## config.mk

```make
export PLATFORM = sky130hd
export DESIGN_NAME = nf10_axis_pkt_gen
export DESIGN_NICKNAME = d
export VERILOG_FILES = /design/src/rtl/nf10_axis_pkt_gen_pkg.sv /design/src/rtl/nf10_axis_pkt_gen_beat.sv /design/src/rtl/nf10_axis_pkt_gen.sv
export SDC_FILE = /design/constraint.sdc
export NUM_CORES = 1
export LEC_CHECK = 0
export BUFFER_PORTS_ARGS = -buffer_cell sky130_fd_sc_hd__buf_2
export CORE_ASPECT_RATIO = 0.5
export CORE_MARGIN = 3
export CORE_UTILIZATION = 44
export DETAILED_ROUTE_END_ITERATION = 10
export PLACE_DENSITY = 0.69
export SLEW_MARGIN = 20
export SYNTH_ARGS = -nofsm -noshare
export SYNTH_HDL_FRONTEND = slang
export SYNTH_SLANG_ARGS = --single-unit
```

## constraint.sdc

```tcl
create_clock -name aclk -period 3.2 [get_ports aclk]
set_clock_uncertainty 0.2 [all_clocks]
set_input_delay 0.64 -clock aclk [delete_from_list [all_inputs] [get_ports aclk]]
set_output_delay 0.64 -clock aclk [all_outputs]
set_load 0.05 [all_outputs]
```

## src/rtl/nf10_axis_pkt_gen_pkg.sv

```systemverilog
// Shared types and helpers for the AXI4-Stream packet generator.
package nf10_axis_pkt_gen_pkg;

  typedef enum logic [1:0] {
    IDLE = 2'd0,
    SEND = 2'd1,
    GAP  = 2'd2,
    DONE = 2'd3
  } state_t;

  // NetFPGA tuser field positions
  localparam int LEN_LSB = 0;
  localparam int SRC_LSB = 16;
  localparam int DST_LSB = 24;

  function automatic int beats_for_len(input logic [15:0] len, input int bytes_per_beat);
    return (int'(len) + bytes_per_beat - 1) / bytes_per_beat;
  endfunction

endpackage

```

## src/rtl/nf10_axis_pkt_gen_beat.sv

```systemverilog
// Combinational beat builder: byte pattern (p + beat*bytes + lane) mod 256
// and byte enables trimmed on a partial final beat.
module nf10_axis_pkt_gen_beat #(
  parameter int DATA_WIDTH = 256,
  parameter int BEAT_W     = 11
) (
  input  logic [7:0]              p,
  input  logic [BEAT_W-1:0]       beat_idx,
  input  logic [15:0]             pkt_len,
  input  logic                    is_last,
  output logic [DATA_WIDTH-1:0]   tdata,
  output logic [DATA_WIDTH/8-1:0] tstrb
);

  localparam int BYTES = DATA_WIDTH / 8;

  logic [7:0]  base;
  logic [15:0] rem;

  assign base = p + 8'(32'(beat_idx) * BYTES);
  assign rem  = 16'(32'(pkt_len) % BYTES);

  genvar gi;
  generate
    for (gi = 0; gi < BYTES; gi++) begin : g_lane
      assign tdata[8*gi +: 8] = base + 8'(gi);
      assign tstrb[gi]        = !is_last || (rem == 16'd0) || (16'(gi) < rem);
    end
  endgenerate

endmodule

```

## src/rtl/nf10_axis_pkt_gen.sv

```systemverilog
// AXI4-Stream packet source: on start, emits num_pkts packets of pkt_len bytes
// with a counting byte pattern and NetFPGA tuser metadata.
module nf10_axis_pkt_gen
  import nf10_axis_pkt_gen_pkg::*;
#(
  parameter int C_M_AXIS_DATA_WIDTH  = 256,
  parameter int C_M_AXIS_TUSER_WIDTH = 128,
  parameter int C_IPG                = 0
) (
  input  logic                              aclk,
  input  logic                              aresetn,
  input  logic                              start,
  input  logic [15:0]                       pkt_len,
  input  logic [7:0]                        num_pkts,
  input  logic [7:0]                        src_port,
  input  logic [7:0]                        dst_port,
  output logic [C_M_AXIS_DATA_WIDTH-1:0]    m_axis_tdata,
  output logic [C_M_AXIS_DATA_WIDTH/8-1:0]  m_axis_tstrb,
  output logic [C_M_AXIS_TUSER_WIDTH-1:0]   m_axis_tuser,
  output logic                              m_axis_tvalid,
  input  logic                              m_axis_tready,
  output logic                              m_axis_tlast,
  output logic [7:0]                        counter,
  output logic                              activity_send,
  output logic                              busy,
  output logic                              err
);

  localparam int BYTES  = C_M_AXIS_DATA_WIDTH / 8;
  localparam int BEAT_W = $clog2((65535 + BYTES - 1) / BYTES);

  state_t                            state_reg;
  logic [15:0]                       len_reg;
  logic [7:0]                        num_pkts_reg;
  logic [BEAT_W-1:0]                 last_beat_reg;
  logic [BEAT_W-1:0]                 beat_reg;
  logic [7:0]                        p_reg;
  logic [7:0]                        gap_reg;
  logic [7:0]                        counter_reg;
  logic                              act_reg;
  logic                              busy_reg;
  logic                              err_reg;
  logic                              tvalid_reg;
  logic                              tlast_reg;
  logic [C_M_AXIS_DATA_WIDTH-1:0]    tdata_reg;
  logic [BYTES-1:0]                  tstrb_reg;
  logic [C_M_AXIS_TUSER_WIDTH-1:0]   tuser_reg;

  logic                              hs;
  logic                              pkt_done;
  logic                              run_done;
  logic                              load_en;
  logic [BEAT_W-1:0]                 ld_beat;
  logic [7:0]                        ld_p;
  logic                              ld_last;
  logic [C_M_AXIS_DATA_WIDTH-1:0]    beat_tdata;
  logic [BYTES-1:0]                  beat_tstrb;
  logic [C_M_AXIS_TUSER_WIDTH-1:0]   tuser_next;

  assign hs       = tvalid_reg && m_axis_tready;
  assign pkt_done = hs && tlast_reg;
  assign run_done = pkt_done && ((counter_reg + 8'd1) == num_pkts_reg);

  // The holding register is refilled when empty in SEND, after every accepted
  // beat within a packet, at a back-to-back packet boundary, or at gap end.
  assign load_en = ((state_reg == SEND) &&
                    (!tvalid_reg || (hs && !tlast_reg) || (pkt_done && !run_done && (C_IPG == 0))))
                || ((state_reg == GAP) && (gap_reg == 8'd0));

  // A valid non-last beat means we are mid-packet; otherwise a new packet starts.
  assign ld_beat = (tvalid_reg && !tlast_reg) ? beat_reg + BEAT_W'(1) : '0;
  assign ld_p    = (tvalid_reg && tlast_reg) ? p_reg + 8'd1 : p_reg;
  assign ld_last = (ld_beat == last_beat_reg);

  always_comb begin
    tuser_next = '0;
    tuser_next[LEN_LSB +: 16] = pkt_len;
    tuser_next[SRC_LSB +: 8]  = src_port;
    tuser_next[DST_LSB +: 8]  = dst_port;
  end

  nf10_axis_pkt_gen_beat #(
    .DATA_WIDTH (C_M_AXIS_DATA_WIDTH),
    .BEAT_W     (BEAT_W)
  ) u_beat (
    .p        (ld_p),
    .beat_idx (ld_beat),
    .pkt_len  (len_reg),
    .is_last  (ld_last),
    .tdata    (beat_tdata),
    .tstrb    (beat_tstrb)
  );

  always_ff @(posedge aclk or negedge aresetn) begin
    if (!aresetn) begin
      state_reg     <= IDLE;
      len_reg       <= '0;
      num_pkts_reg  <= '0;
      last_beat_reg <= '0;
      beat_reg      <= '0;
      p_reg         <= '0;
      gap_reg       <= '0;
      counter_reg   <= '0;
      act_reg       <= 1'b0;
      busy_reg      <= 1'b0;
      err_reg       <= 1'b0;
      tvalid_reg    <= 1'b0;
      tlast_reg     <= 1'b0;
      tdata_reg     <= '0;
      tstrb_reg     <= '0;
      tuser_reg     <= '0;
    end else begin
      act_reg <= pkt_done;

      if (load_en) begin
        tvalid_reg <= 1'b1;
        tdata_reg  <= beat_tdata;
        tstrb_reg  <= beat_tstrb;
        tlast_reg  <= ld_last;
        beat_reg   <= ld_beat;
      end else if (hs) begin
        tvalid_reg <= 1'b0;
        tlast_reg  <= 1'b0;
      end

      case (state_reg)
        IDLE: begin
          if (start) begin
            if ((pkt_len == 16'd0) || (num_pkts == 8'd0)) begin
              err_reg <= 1'b1;
            end else begin
              len_reg       <= pkt_len;
              num_pkts_reg  <= num_pkts;
              last_beat_reg <= BEAT_W'(beats_for_len(pkt_len, BYTES) - 1);
              tuser_reg     <= tuser_next;
              counter_reg   <= '0;
              p_reg         <= '0;
              err_reg       <= 1'b0;
              busy_reg      <= 1'b1;
              state_reg     <= SEND;
            end
          end
        end
        SEND: begin
          if (pkt_done) begin
            counter_reg <= counter_reg + 8'd1;
            p_reg       <= p_reg + 8'd1;
            if (run_done) begin
              state_reg <= DONE;
            end else if (C_IPG > 0) begin
              state_reg <= GAP;
              gap_reg   <= 8'(C_IPG - 1);
            end
          end
        end
        GAP: begin
          if (gap_reg == 8'd0) state_reg <= SEND;
          else                 gap_reg   <= gap_reg - 8'd1;
        end
        DONE: begin
          state_reg <= IDLE;
          busy_reg  <= 1'b0;
        end
        default: state_reg <= IDLE;
      endcase
    end
  end

  assign m_axis_tdata  = tdata_reg;
  assign m_axis_tstrb  = tstrb_reg;
  assign m_axis_tuser  = tuser_reg;
  assign m_axis_tvalid = tvalid_reg;
  assign m_axis_tlast  = tlast_reg;
  assign counter       = counter_reg;
  assign activity_send = act_reg;
  assign busy          = busy_reg;
  assign err           = err_reg;

endmodule

```

# [After elaboration in Yosys (flattened, before gate mapping)]
# Index checks and enable logic that the tools add are counted.
# W data, S select, Z words.
[classes] n_addsub=40 order_cmp=32 eq_ne=10 n_mux=21 bitwise=3 reduce_logical=65
[op_table] cell="$add A8 B5 Y8 const B" count=16
[op_table] cell="$lt A5 B5 Y1 const A" count=16
[op_table] cell="$add A8 B4 Y8 const B" count=8
[op_table] cell="$lt A4 B5 Y1 const A" count=8
[op_table] cell="$mux W8" count=5
[op_table] cell="$logic_or A1 B1 Y1" count=37
[op_table] cell="$add A8 B3 Y8 const B" count=4
[op_table] cell="$logic_not A16 Y1" count=2
[op_table] cell="$pmux W8 S2" count=2
[op_table] cell="$add A8 B1 Y8 const B" count=3
[op_table] cell="$lt A3 B5 Y1 const A" count=4
[op_table] cell="$sub A17 B1 Y18 const B" count=1
[op_table] cell="$add A16 B6 Y17 const B" count=1
[op_table] cell="$add A8 B2 Y8 const B" count=2
[op_table] cell="$logic_not A8 Y1" count=2
[op_table] cell="$add A11 B1 Y11" count=1
[op_table] cell="$add A11 B1 Y11 const B" count=1
[op_table] cell="$eq A11 B11 Y1" count=1
[op_table] cell="$mux W11" count=1
[op_table] cell="$sub A11 B2 Y11 const B" count=1
[op_table] cell="$lt A1 B5 Y1 const A" count=2
[op_table] cell="$lt A2 B5 Y1 const A" count=2
[op_table] cell="$mux W2" count=5
[op_table] cell="$logic_and A1 B1 Y1" count=9
[op_table] cell="20 further kinds" count=37
[totals] register_bits=386 in_bits=44 out_inout_bits=429 wordCells=187

# [Depth between registers and ports, before layout]
[logic_depth] ltp_word=9 depth_mapped=14 depth_no_buf=12

# [Modules after synthesis]
# Synthesis repeated with hierarchy kept, for this count alone.
[unflattened] hier_cells=1643 area_unflattened_um2=19702.6
[by_module_without_submodules] mod="nf10_axis_pkt_gen" n_inst=1 cells_per_inst=1150 area_each_um2=16422.0 seq_area_each_um2=9534.1
[by_module_without_submodules] mod="nf10_axis_pkt_gen_beat" n_inst=1 cells_per_inst=493 area_each_um2=3280.6 seq_area_each_um2=0.0

# [Least setup slack after synthesis]
# Ideal clock, no wire load.
[synth_path] kind="register to register" startpoint="register tvalid_reg (netlist: m_axis_tvalid)" endpoint="register tdata_reg[103] (netlist: m_axis_tdata[103])" setup_ps=83 arrival_ps=3106 required_ps=2917 slack_ps=-189 path_stages_with_launch=15 path_buffers=4 period_less_slack_ps=3389 cell_sequence="dfrtp_1 > and2_0 > clkbuf_1 > nand2_1 > xnor2_1 > ha_1 > inv_1 > fa_1 > clkbuf_1 > nand2b_1 > clkbuf_1 > clkbuf_1 > nor2_1 > xor2_1 > o21ai_0"
[synth_between] elab_chain_len=8 word_cells_on_any_way=17 classes_between="2 x add/sub; 2 x mux; 13 x reduce/logical"
[synth_lines] element="start, declared" line_no="nf10_axis_pkt_gen.sv:43" text="logic tvalid_reg;"
[synth_lines] element="start signal, assigned" line_no="nf10_axis_pkt_gen.sv:107" text="tvalid_reg <= 1'b0;"
[synth_lines] element="start signal, assigned" line_no="nf10_axis_pkt_gen.sv:116" text="tvalid_reg <= 1'b1;"
[synth_lines] element="start signal, assigned" line_no="nf10_axis_pkt_gen.sv:122" text="tvalid_reg <= 1'b0;"
[synth_lines] element="parallel branches: the longest is 8 deep, another holds $add A8 B8 Y8"
[synth_lines] element="end signal, assigned" line_no="nf10_axis_pkt_gen.sv:117" text="tdata_reg <= beat_tdata;"
[synth_lines] element="end, declared" line_no="nf10_axis_pkt_gen.sv:45" text="logic [C_M_AXIS_DATA_WIDTH-1:0] tdata_reg;"
# Several ways; the timed one is not identified.
# A chain may end at the register's enable or synchronous reset.

# [Worst setup path after layout]
[layout_path] startpoint="register p_reg[1]" endpoint="register tdata_reg[55] (netlist: m_axis_tdata[55])"
[layout_between] elab_chain_len=4
[layout_lines] element="start, declared" line_no="nf10_axis_pkt_gen.sv:37" text="logic [7:0] p_reg;"
[layout_lines] element="start signal, assigned" line_no="nf10_axis_pkt_gen.sv:147" text="p_reg <= p_reg + 8'd1;"
[layout_lines] element="$add A8 B1 Y8" line_no="nf10_axis_pkt_gen.sv:72" text="assign ld_p = (tvalid_reg && tlast_reg) ? p_reg + 8'd1 : p_reg;"
[layout_lines] element="$mux W8 (*)" line_no="nf10_axis_pkt_gen.sv:72"
[layout_lines] element="$add A8 B8 Y8 (*)" line_no="nf10_axis_pkt_gen_beat.sv:20" text="assign base = p + 8'(32'(beat_idx) * BYTES);"
[layout_lines] element="$add A8 B3 Y8 (*)" line_no="nf10_axis_pkt_gen_beat.sv:26" text="assign tdata[8*gi +: 8] = base + 8'(gi);"
# Mark *: on every way between the ends. The rest lies on a longest branch, timed or not.

==> results.md <==
### Run status
- status: completed

### Placed design
- cell area after placement: 16,820 µm²
- Detailed Place HPWL: 29.98 mm
- count of buffers from port buffering: 376
- routability congestion estimate from global placement: 0.8418

### Setup path
- worst-path fanout max: 8
- type of element launching the critical path: flop
- Reg2Reg Capture Point: m_axis_tdata[55]
- Top Family by Delay on Critical Path: XOR/XNOR gates
- Setup Crit Path Kind: flop to flop
- most frequent cell on the critical path: and3_4
- total buffers and inverters traversed by the critical path: 3
- CP Capture Type: flop
- cells along the critical path: and3_4 > and3_4 > nand2_1 > xnor2_1 > ha_2 > inv_1 > fa_2 > xor2_2 > xnor2_2 > xnor2_4 > buf_6 > clkbuf_16 > xor2_1 > o21ai_0
- count of cells along the worst register-to-register path: 14
- delay contributed by the slowest stage of the critical path: 0.40 ns
- setup slack on the worst flop-to-flop path: 0.02 ns
- endpoint required time on the critical path: 3.43 ns
- data arrival time at the worst-slack endpoint: 3.41 ns
- startpoint of the lowest-slack register-to-register path: p_reg[1]
- cell with the largest stage delay on the worst path: dfrtp_1

### Synthesis
- cell type contributing the most total cell area after synthesis: dfrtp_1
- share of the yosys chip area belonging to registers: 0.4670
- number of different library cells in the post-synthesis netlist: 57
- share of Yosys cell area claimed by the top area cell type: 0.4670
- post-synthesis cell area: 15,170 µm²
- count of yosys warnings during synthesis: 0
- synthesized flop and latch total: 283
- leading post-synthesis cells by cell area: dfrtp_1 47%, buf_4 10%, xnor2_1 5.1%
- number of flops mapped to enable cells by yosys: 0
- Synth Instances: 1,620
- top_reg_cell synth: dfrtp_1
- share of flip-flops with an asynchronous set or reset: 1.000
- Avg Cell Area, Syn: 9.362 µm²

### Hold path
- source of the worst hold timing path: dst_port[5]
- Worst Hold Path Cells: 2
- class of the worst hold path: input pin to flop
- Endpoint, Worst Hold: m_axis_tuser[29]

### Timing
- final hold violations: 0
- crit path time final: 3.182 ns
- worst-margin pin slew: 0.8967 ns
- summed negative setup slack over all endpoints: 0 ns
- endpoints failing setup: 0
- unrepaired setup endpoints after global routing: true
- period utilisation layout: 0.9944
- relative slew slack: 0.4022
- max-slew violation total from the final report: 0
- Fmax: 314.2 MHz

### Detailed routing
- routed len/inst: 17.73 µm
- sum of routed wire length over all layers: 42.01 mm
- antenna-violating nets left: 0
- number of DRC violations after detailed-routing iteration 0: 874
- Remaining DRCs: 0
- vias per cell: 5.001
- overall via count from detail_route: 11.85k
- first drt pass iteration count: 5

### Global routing
- overall fraction of global-route tracks in use: 0.2113
- Congestion Overflow GR: 0
- maximum number of pins on one net before global-route repair: 79
- met1 global-route usage: 0.2848
- initial antenna violation count: 0
- global-route wire length before repair: 61.70 mm
- vias in the first global route: 10.90k
- busiest metal layer after global routing: met2
- global-route track usage on met2: 0.3638
- met3 Track Usage GR: 0.02855

### Layout
- Multi-input gate area: 6635 µm²
- Total Nets Final: 1,978
- post-layout util: 0.5358
- Final Cell Area: 17,960 µm²
- most frequent cells in the layout: 375 x buf_2, 280 x dfrtp_1, 201 x nand2_1, 180 x nor2_1, 110 x o21ai_0
- area added between synthesis and finish: 18.43%
- Filler Cell Count: 3,068
- fraction of final layout cells sized beyond drive strength 1: 0.2929
- number of diodes added for antenna fixing: 0
- Largest register FFs: 158
- leading cell type in the layout, fill and taps excluded: buf_2
- register cell area after layout: 7086 µm²

### Floorplanning
- die width: 268.6 µm
- number of primary I/O pins: 473
- total die area: 36,870 µm²
- die height: 137.3 µm
- cell row count: 47
- core area: 33,520 µm²
- starting utilization of the core area: 0.4524

### Clocking
- Reg clk slew, reported paths: 0.07 ns
- clock latency on the worst-skew pair: 0.55 ns
- clock root buffer master: clkbuf_16
- clock tree from TritonCTS: yes
- number of sinks on the clock net: 283
- number of buffers on the longest clock path: 3
- number of buffers added by the clock tree synthesis step: 28
- number of levels the H-tree was split into: 1

### Job
- max-cap check violation count: 0

## how the worst max path moves through the flow
| stage | slack, ns | start | to | cells after the start |
|---|---|---|---|---|
| CTS | 0.1 | p_reg[0] | m_axis_tdata[39] | 11 |
| global placement | 0.06 | pkt_len[1] | last_beat_reg[10] | 10 |
| finish | 0.02 | p_reg[1] | m_axis_tdata[55] | 14 |
| detailed placement | -0.002 | pkt_len[1] | last_beat_reg[10] | 10 |
| floorplan | 0.03 | m_axis_tvalid | m_axis_tdata[70] | 10 |
| global route | -0.06 | p_reg[1] | m_axis_tdata[55] | 14 |
## per-stage QoR
stage               instances  hold WS [ns]  setup slack, ns
global route             2370        0.1005         -0.05973
global placement         2311        0.2464          0.06123
detailed placement       2311        0.2504        -0.002050
CTS                      2363        0.1039          0.09732
floorplan                1715        0.1444          0.03415
finish                   2370        0.1199          0.01781
## synthesized netlist by cell type (all sizes together), types with 3 or more instances
master and instances:
clkbuf 42, a31oi 43, and3 5, nand2 202
o31ai 5, o21a 13, nand2b 10, mux2i 4
dfrtp 283, o21ai 117, xor2 71, nor2 181
nor2b 7, a21o 22, and2 7, nand3b 5
or3 6, xnor2 88, nor3 9, buf 241
nand4 5, or4 6, a21oi 98, nor4 10
mux2 41, o2111ai 3, nand3 33, ha 25
inv 16
## cell families (layout without fill, tap and decap cells)
kind of cell | count (synthesis) | in the layout | share of synthesized area
AND/OR/NAND/NOR | 492 | 492 | 0.1403
AO/OA/AOI/OAI | 313 | 313 | 0.1167
buffers and inverters | 300 | 514 | 0.1275
flip-flops | 283 | 283 | 0.4670
XOR/XNOR | 160 | 160 | 0.09331
multiplexers | 45 | 45 | 0.03308
adder cells (fa/ha/maj) | 26 | 26 | 0.02195
other | 1 | 96 | 0.0002473
## per-layer routing
layer  share of wire  vias up
li1                -     5658
met1            0.43     5840
met2            0.50      301
met3           0.044       54
met4           0.020        0
met5               0        -
## repair_timing
| item | in CTS | in global routing |
|---|---|---|
| hold endpoints to repair | 74 | 0 |
| endpoints found under the setup margin | 0 | 65 |
| buffers inserted | 0 | 3 |
| hold buffers | 1 | 0 |
| resized for setup | 0 | 25 |
## area by class of cell
class                      instances  share of cell area
clock buffer                      39             0.04584
sequential                       283              0.3945
tap                              441             0.03072
clock inverter                    12            0.006130
inverter                          17            0.003553
multi-input combinational       1132              0.3694
timing repair buffer             446              0.1498
## worst register-to-register path: stages (launching register included)
cell	delay [ns]
dfrtp_1	0.40
and3_4	0.21
and3_4	0.19
nand2_1	0.07
xnor2_1	0.20
ha_2	0.21
inv_1	0.05
fa_2	0.35
xor2_2	0.20
xnor2_2	0.25
xnor2_4	0.16
buf_6	0.18
clkbuf_16	0.20
xor2_1	0.13
o21ai_0	0.08
Power is not shown: default switching activity piles up to over one toggle a cycle in this logic, so the estimate is an artifact.
